**config.mk**
```make
export PLATFORM = sky130hd
export DESIGN_NAME = sha256_block_packer
export DESIGN_NICKNAME = d
export VERILOG_FILES = /design/src/rtl/sha256_block_packer.sv
export SDC_FILE = /design/constraint.sdc
export NUM_CORES = 1
export LEC_CHECK = 0
export BUFFER_PORTS_ARGS = -buffer_cell sky130_fd_sc_hd__buf_2
export CAP_MARGIN = 15
export CORE_UTILIZATION = 31
export CTS_CLUSTER_DIAMETER = 60
export CTS_CLUSTER_SIZE = 12
export DETAILED_ROUTE_END_ITERATION = 7
export PLACE_DENSITY = 0.64
export SYNTH_ARGS = -nofsm -noshare
export SYNTH_HDL_FRONTEND = slang
export SYNTH_SLANG_ARGS = --single-unit
```
**constraint.sdc**
```tcl
create_clock -name clk -period 7 [get_ports clk]
set_input_delay 0.35 -clock clk [delete_from_list [all_inputs] [get_ports clk]]
set_output_delay 0.35 -clock clk [all_outputs]
set_load 0.02 [all_outputs]
```
**src/rtl/sha256_block_packer.sv**
```systemverilog
// sha256_block_packer: packs a byte stream into 512-bit blocks for the sha256 core.
//
// Bytes are placed MSB-first: byte 0 of a block lands in block_o[511:504]. The
// packer owns all message framing. It clears the core at the start of every
// message, sends full blocks with end_o=0, and sends the final (possibly partial)
// block with end_o=1 and last_o set to the number of valid bits. If a message
// ends exactly on a block boundary via flush_i, it sends an end-only beat
// (valid_o=0, end_o=1, last_o=0).
//
// Ports:
//   clk, reset       clock; synchronous active-high reset
//   byte_i/byte_valid_i/byte_last_i/byte_ready_o   byte stream in (valid/ready)
//   flush_i/flush_ready_o                          end message without a byte
//   clear_o, block_o, valid_o, end_o, last_o        core block interface
//   ready_i                                         core ready
//   busy_o                                          message in progress
//
// Optional feature (macro SHA256_PACKER_BYTECNT_EN): adds msg_bytes_o, a
// saturating count of bytes accepted for the current message.

module sha256_block_packer #(
    parameter int unsigned CNT_W        = 32,
    parameter int unsigned CLEAR_CYCLES = 1
) (
    input  logic             clk,
    input  logic             reset,
    input  logic [7:0]       byte_i,
    input  logic             byte_valid_i,
    input  logic             byte_last_i,
    output logic             byte_ready_o,
    input  logic             flush_i,
    output logic             flush_ready_o,
    output logic             clear_o,
    output logic [511:0]     block_o,
    output logic             valid_o,
    output logic             end_o,
    output logic [9:0]       last_o,
    input  logic             ready_i,
`ifdef SHA256_PACKER_BYTECNT_EN
    output logic [CNT_W-1:0] msg_bytes_o,
`endif
    output logic             busy_o
);

    localparam logic [1:0] ClrLast = 2'(CLEAR_CYCLES - 1);

    typedef enum logic [1:0] {StClr, StFill, StSend} state_e;

    state_e         state_q, state_d;
    logic [5:0]     idx_q, idx_d;
    logic           started_q, started_d;
    logic [1:0]     clr_cnt_q, clr_cnt_d;
    logic [511:0]   block_q, block_d;
    logic           valid_q, valid_d;
    logic           end_q, end_d;
    logic [9:0]     last_q, last_d;
    logic [9:0]     fill_bytes;

    // A flush arriving with a byte turns that byte into the final one.
    logic is_final;
    assign is_final   = byte_last_i | flush_i;
    assign fill_bytes = {4'b0000, idx_q} + 10'd1;

`ifdef SHA256_PACKER_BYTECNT_EN
    logic [CNT_W-1:0] msg_bytes_q, msg_bytes_d;
`endif

    // State register and datapath registers.
    always_ff @(posedge clk) begin
        if (reset) begin
            state_q   <= StClr;
            idx_q     <= '0;
            started_q <= 1'b0;
            clr_cnt_q <= '0;
            block_q   <= '0;
            valid_q   <= 1'b0;
            end_q     <= 1'b0;
            last_q    <= '0;
        end else begin
            state_q   <= state_d;
            idx_q     <= idx_d;
            started_q <= started_d;
            clr_cnt_q <= clr_cnt_d;
            block_q   <= block_d;
            valid_q   <= valid_d;
            end_q     <= end_d;
            last_q    <= last_d;
        end
    end

`ifdef SHA256_PACKER_BYTECNT_EN
    always_ff @(posedge clk) begin
        if (reset) begin
            msg_bytes_q <= '0;
        end else begin
            msg_bytes_q <= msg_bytes_d;
        end
    end

    always_comb begin
        msg_bytes_d = msg_bytes_q;
        if (state_q == StClr) begin
            msg_bytes_d = '0;
        end else if (state_q == StFill && byte_valid_i && msg_bytes_q != '1) begin
            msg_bytes_d = msg_bytes_q + CNT_W'(1);
        end
    end

    assign msg_bytes_o = msg_bytes_q;
`endif

    // Next-state logic.
    always_comb begin
        state_d = state_q;
        unique case (state_q)
            StClr: begin
                if (clr_cnt_q == ClrLast) state_d = StFill;
            end
            StFill: begin
                if (byte_valid_i) begin
                    if (is_final || idx_q == 6'd63) state_d = StSend;
                end else if (flush_i) begin
                    state_d = StSend;
                end
            end
            StSend: begin
                if (ready_i) state_d = end_q ? StClr : StFill;
            end
            default: state_d = StClr;
        endcase
    end

    // Datapath next values.
    always_comb begin
        idx_d     = idx_q;
        started_d = started_q;
        clr_cnt_d = clr_cnt_q;
        block_d   = block_q;
        valid_d   = valid_q;
        end_d     = end_q;
        last_d    = last_q;
        unique case (state_q)
            StClr: begin
                clr_cnt_d = (clr_cnt_q == ClrLast) ? 2'd0 : clr_cnt_q + 2'd1;
            end
            StFill: begin
                if (byte_valid_i) begin
                    // Lane idx starts at bit 511-8*idx, i.e. base 8*(63-idx).
                    block_d[{~idx_q, 3'b000} +: 8] = byte_i;
                    idx_d     = idx_q + 6'd1;
                    started_d = 1'b1;
                    if (is_final) begin
                        valid_d = 1'b1;
                        end_d   = 1'b1;
                        last_d  = {fill_bytes[6:0], 3'b000};
                    end else if (idx_q == 6'd63) begin
                        valid_d = 1'b1;
                        end_d   = 1'b0;
                        last_d  = '0;
                    end
                end else if (flush_i) begin
                    // Nothing buffered: end-only beat.
                    valid_d = (idx_q != 6'd0);
                    end_d   = 1'b1;
                    last_d  = {1'b0, idx_q, 3'b000};
                end
            end
            StSend: begin
                if (ready_i) begin
                    block_d = '0;
                    idx_d   = '0;
                    valid_d = 1'b0;
                    end_d   = 1'b0;
                    last_d  = '0;
                    if (end_q) started_d = 1'b0;
                end
            end
            default: ;
        endcase
    end

    // Outputs; handshake strobes are held low while reset is asserted.
    always_comb begin
        clear_o       = !reset && (state_q == StClr);
        byte_ready_o  = !reset && (state_q == StFill);
        flush_ready_o = !reset && (state_q == StFill);
        busy_o        = !reset && ((state_q == StClr) || (state_q == StSend) ||
                                   ((state_q == StFill) && started_q));
        block_o       = block_q;
        valid_o       = valid_q;
        end_o         = end_q;
        last_o        = last_q;
    end

endmodule

```
==> impl_metrics.tcl, run 1 <==
set metrics [dict create \
    dieArea_um2 61090 \
    syn_inst 1631 \
    boundaryPins 542 \
    finalSetupViolations 0 \
    yosysUniqueCellTypes 77 \
    numCtsBuffers 57 \
    violations "DRC" \
    coreArea_um2 59240 \
    hold_class "input pin to flop" \
    first_iter_violations 853 \
    maxSlewViolCount 0 \
    area_growth_pct 26.89 \
    yosys_warnings 0 \
    grt_remaining_overflow 0 \
    routed_wl_um 76170 \
    ir_worst_vdd_mv 0.1759 \
    tightest_slew_ns 1.164 \
    synthFlopType "dfxtp_1" \
    yosys.area.top_type "dfxtp_1" \
    intPower_uw 4696 \
    die_x_um 247.2 \
    gp_congestion 0.8829 \
    die_h_um 247.2 \
    clockBufferDepth 3 \
    arrival_ns 5.16 \
    syn_avg_cell_area_um2 11.42 \
    rsz0062_at_grt "false" \
    crit_fanout 23 \
    synth-seq-cells 532 \
    cts.sinks 532 \
    cts.clk_slew.worst_paths_ns 0.06 \
    grt_max_degree 64 \
    wl_per_cell_um 26.02 \
    grt_pass1_vias 15970 \
    layout_common_cells "buf_2, dfxtp_1, a22o_1" \
    synth_edf_count 0 \
    synthesis.area_um2 18630 \
    power_frac_comb_pct 12.4 \
    cp-end-kind "flop" \
    antenna_found_initial 4 \
    drc 32 \
    p_switching_uw 1934 \
    via_count 16200 \
    drv_cap 0 \
    cts_tree "yes" \
    cts-htree-levels 2 \
    fin_crit_ns 4.654 \
    yosys.area.top_type_share_pct 57.16 \
    max_clock_freq_ghz 0.2149 \
    viasPerCell 5.536 \
    place_hpwl_um 54720 \
    start_util_pct 31.45 \
    powerDensity_nw_per_um2 280.4 \
    clkLatencyLatePin_ns 0.63 \
    p_leak_uw 0.01030 \
    status "finished, violations left" \
    hold_violations 0 \
    p_clk_share_pct 41.2 \
    period_share_pct 66.49 \
    drt.antenna.violating_nets 0 \
    fp-row-count 89 \
    seqPwrFrac_pct 46.4 \
    synth-async-reset-ratio_pct 0 \
    worst_setup_path_start_kind "flop" \
    switching_share_pct 29.17 \
    ys_seq_area_share_pct 57.16 \
    relSlewSlack_pct 21.35 \
    finalPower_uw 6630 \
    cp_data_required_time_ns 7.51 \
    firstDrtPassIters 8 \
    grt_usage_pct 23.90 \
    final_common_cell "buf_2" \
    cts_resized 0 \
    grt_pass1_wl_um 108800 \
    drive_above_1_share_pct 32.28 \
    worst-setup-path-type "flop to flop" \
    skew_ns 0.03323 \
    layout.nets 2160 \
    synth.area.top_cells "dfxtp_1, a22o_1, o2bb2ai_1" \
    cts_root_buffer "clkbuf_16" \
    port_buffers 538 \
    hold_buffers 0 \
    finalSetupTns_ns 0 \
    cts_setup_buffers 0 \
]
synthesized netlist by cell type (7+ instances only):
cell type and count:
o2bb2ai_1 120, ha_1 9, a32oi_1 8, nand2_1 83, nor3_1 22, nand3_1 16, or3_1 7, nor3_2 13
nor4_1 8, buf_1 16, a32o_1 56, buf_4 14, o21ai_0 17, nor2_1 81, mux2i_1 8, a211oi_1 10
a31oi_1 15, dfxtp_1 532, nor2b_1 13, inv_1 19, buf_2 36, a21oi_1 25, o21ai_1 16, clkbuf_1 48
o22ai_1 17, and2_1 12, a22o_1 306
power by group through the flow:
stage,clock [uW],combinational (uW),sequential (uW)
after floorplan,0,480,3150
after global placement,0,807,3140
after detailed placement,0,820,3140
after global routing,2910,874,3080
after CTS,2770,822,3080
final,2730,821,3080
through the flow:
stage          hold WS (ns)  worst slack (ns)  instances  utilization (%)  cell area (um2)
3_5_place_dp         0.4367             2.313       2847            37.10            21980
4_1_cts              0.1152             2.301       2922            39.81            23580
6_report             0.1391             2.346       2927            39.91            23640
3_3_place_gp         0.4311             2.441       2846            37.06            21950
5_1_grt              0.1445             1.875       2927            39.91            23640
2_1_floorplan        0.4572             4.390       1633                -            18640
sequential cells by signal (all words and copies together), names as in the netlist:
| name | cells |
|---|---|
| block_o | 512 |
| clr_cnt_q | 2 |
| end_o | 1 |
| idx_q | 6 |
| last_o | 7 |
| started_q | 1 |
| state_q | 2 |
| valid_o | 1 |
final timing paths:
check | start | endpoint | slack (ns) | depth (start not counted)
setup / recovery | idx_q[0]$_SDFFE_PP0P_ | block_o[165]$_SDFFE_PP0P_ | 2.35 | 7
hold reg to reg | block_o[478]$_SDFFE_PP0P_ | block_o[478]$_SDFFE_PP0P_ | 0.45 | 2
setup reg to reg | idx_q[0]$_SDFFE_PP0P_ | block_o[165]$_SDFFE_PP0P_ | 2.35 | 7
hold / removal | byte_i[6] | block_o[278]$_SDFFE_PP0P_ | 0.14 | 3
metal layers:
layer  routed length, um  track usage, %
met3                6227           6.360
met5                  26               0
met2               37400           41.46
met1               29950           27.98
met4                2566           8.878
worst max-delay path, cell delays in order (launching register included):
cell and delay (ns):
dfxtp_1 0.92, ha_1 0.72, xor2_1 0.88, o211ai_1 0.28, buf_4 0.25, a21oi_2 0.73, a31oi_1 0.44, a22o_1 0.32
kinds of logic (layout without fill, tap and decap cells):
family	after synthesis	in the layout	synth area share, %
AOI/OAI and AO/OA	634	634	29.08
xor gates and xnor gates	9	9	0.4230
DFF	532	532	57.16
other	1	4	0.02013
muxes	8	8	0.4298
buffers and inverters	136	656	3.304
and+or+nand+nor	302	302	8.979
adders and majority gates	9	9	0.6044
final cells by class:
class / instances / area, um2
Fill cell: 5712 / 35600
Clock inverter: 14 / 151.4
Tap cell: 773 / 967.2
Sequential cell: 532 / 10650
Antenna cell: 1 / 2.502
Clock buffer: 61 / 1451
Timing Repair Buffer: 560 / 2903
Multi-Input combinational cell: 965 / 7437
Inverter: 21 / 78.83
No activity file was read; power rests on OpenSTA's default activity.
==> run 2, diff against run 1 <==
- clock period: 7 -> 4.65 ns (I/O delays scaled with it)
==> impl_metrics.tcl, run 2 (synthesis results as in run 1) <==
set metrics [dict create \
    p_leak_uw 0.01038 \
    skew_ns 0.02480 \
    crit_fanout 18 \
    clkLatencyLatePin_ns 0.61 \
    period_share_pct 83.83 \
    final_common_cell "buf_2" \
    grt_pass1_vias 15960 \
    powerDensity_nw_per_um2 420.2 \
    intPower_uw 7123 \
    finalSetupViolations 0 \
    arrival_ns 4.36 \
    firstDrtPassIters 8 \
    grt_remaining_overflow 0 \
    switching_share_pct 28.71 \
    p_switching_uw 2868 \
    gp_congestion 0.9259 \
    cp_data_required_time_ns 5.11 \
    relSlewSlack_pct 22.68 \
    dieArea_um2 61090 \
    start_util_pct 31.45 \
    drc 65 \
    power_frac_comb_pct 12.9 \
    violations "DRC" \
    layout.nets 2184 \
    ir_worst_vdd_mv 0.2981 \
    critical_path.max_stage_delay_ns 0.81 \
    grt_usage_pct 23.67 \
    tightest_slew_ns 1.154 \
    grt_max_degree 49 \
    seqPwrFrac_pct 46.2 \
    hold_class "input pin to flop" \
    max_clock_freq_ghz 0.2565 \
    rsz0062_at_grt "false" \
    status "finished, violations left" \
    cts_setup_buffers 0 \
    drive_above_1_share_pct 32.93 \
    area_growth_pct 27.61 \
    cp-end-kind "flop" \
    drv_cap 0 \
    grt_pass1_wl_um 107900 \
    critPathBufInv 0 \
    coreArea_um2 59240 \
    maxSlewViolCount 0 \
    largest_reg_flops 512 \
    routed_wl_um 74950 \
    first_iter_violations 1221 \
    boundaryPins 542 \
    worstPathCellList "ha_1 > xnor2_1 > a211o_1 > nor4_1 > a21oi_1 > o2bb2ai_1" \
    fp-row-count 89 \
    cp_top_family "compound AO/OA/AOI/OAI gates" \
    via_count 16260 \
    die_h_um 247.2 \
    cts-htree-levels 2 \
    fin_crit_ns 3.898 \
    cts_resized 0 \
    final_util_pct 40.13 \
    finalSetupTns_ns 0 \
    cts.clk_slew.worst_paths_ns 0.06 \
    drt.antenna.violating_nets 0 \
    cts_tree "yes" \
    clockBufferDepth 3 \
    crit_path_top_delay_cell "nor4_1" \
    antenna_found_initial 2 \
    numCtsBuffers 56 \
    die_x_um 247.2 \
    worst_setup_path_start_kind "flop" \
    p_clk_share_pct 40.9 \
    layout_common_cells "buf_2, dfxtp_1, a22o_1" \
    place_hpwl_um 55060 \
    hold_buffers 3 \
    worst-setup-path-type "flop to flop" \
    hold_slack_ns 0.03676 \
    viasPerCell 5.515 \
    cts_root_buffer "clkbuf_16" \
    wl_per_cell_um 25.41 \
    port_buffers 538 \
    cts.sinks 532 \
    hold_violations 0 \
]
-- run 2: changes by cell type in the layout (fill, tap and decap cells not counted), moves of 2 or more --
cell | previous run | this run
buf_16 | 2 | 0
clkbuf_1 | 3 | 0
clkinvlp_4 | 0 | 2
inv_8 | 7 | 3
buf_4 | 17 | 43
clkinv_8 | 2 | 0
dlygate4sd3_1 | 0 | 3
inv_6 | 2 | 6
-- run 2: layout make-up --
class / instances / area, um2
Clock buffer: 58 / 1440
Tap cell: 773 / 967.2
Antenna cell: 2 / 5.005
Sequential cell: 532 / 10650
Timing Repair Buffer: 585 / 3057
Multi-Input combinational cell: 965 / 7437
Fill cell: 5747 / 35470
Inverter: 21 / 78.83
Clock inverter: 13 / 140.1
-- run 2: path summary, 6_finish.rpt --
check,startpoint,endpoint,slack [ns],cells past startpoint
worst min-delay path,byte_i[6],block_o[278]$_SDFFE_PP0P_,0.04,3
worst max register to register,idx_q[1]$_SDFFE_PP0P_,block_o[467]$_SDFFE_PP0P_,0.75,6
worst max-delay path,idx_q[1]$_SDFFE_PP0P_,block_o[467]$_SDFFE_PP0P_,0.75,6
worst min register to register,block_o[389]$_SDFFE_PP0P_,block_o[389]$_SDFFE_PP0P_,0.45,2
-- run 2: through the flow --
stage | area, um2 | power, uW | worst slack, ns | std cells
2_1_floorplan | 18640 | 5465 | 2.040 | 1633
3_3_place_gp | 22150 | 5985 | 0.8342 | 2872
3_5_place_dp | 22150 | 6010 | 0.7869 | 2872
4_1_cts | 23760 | 10080 | 0.7564 | 2946
5_1_grt | 23770 | 10330 | 0.5921 | 2948
6_report | 23780 | 9991 | 0.7519 | 2949
-- run 2: worst min-delay path, delay by kind of cell --
kind                   cells  cell delay (ns)
AND/OR/NAND/NOR            1             0.11
buffers and inverters      1             0.19
AO/OA/AOI/OAI              1             0.06
-- run 2: layer usage --
layer / track usage, % / share of wire, %
met2: 39.81 / 48
met3: 5.915 / 7.8
met5: 0 / 0
met1: 28.56 / 40
met4: 9.931 / 3.8
-- run 2: power groups by stage --
stage	Combinational (uW)	Sequential, uW	Clock, uW
after floorplan	722	4740	0
after global placement	1270	4720	0
after detailed placement	1290	4720	0
after CTS	1300	4620	4160
after global routing	1380	4620	4340
final	1290	4620	4080
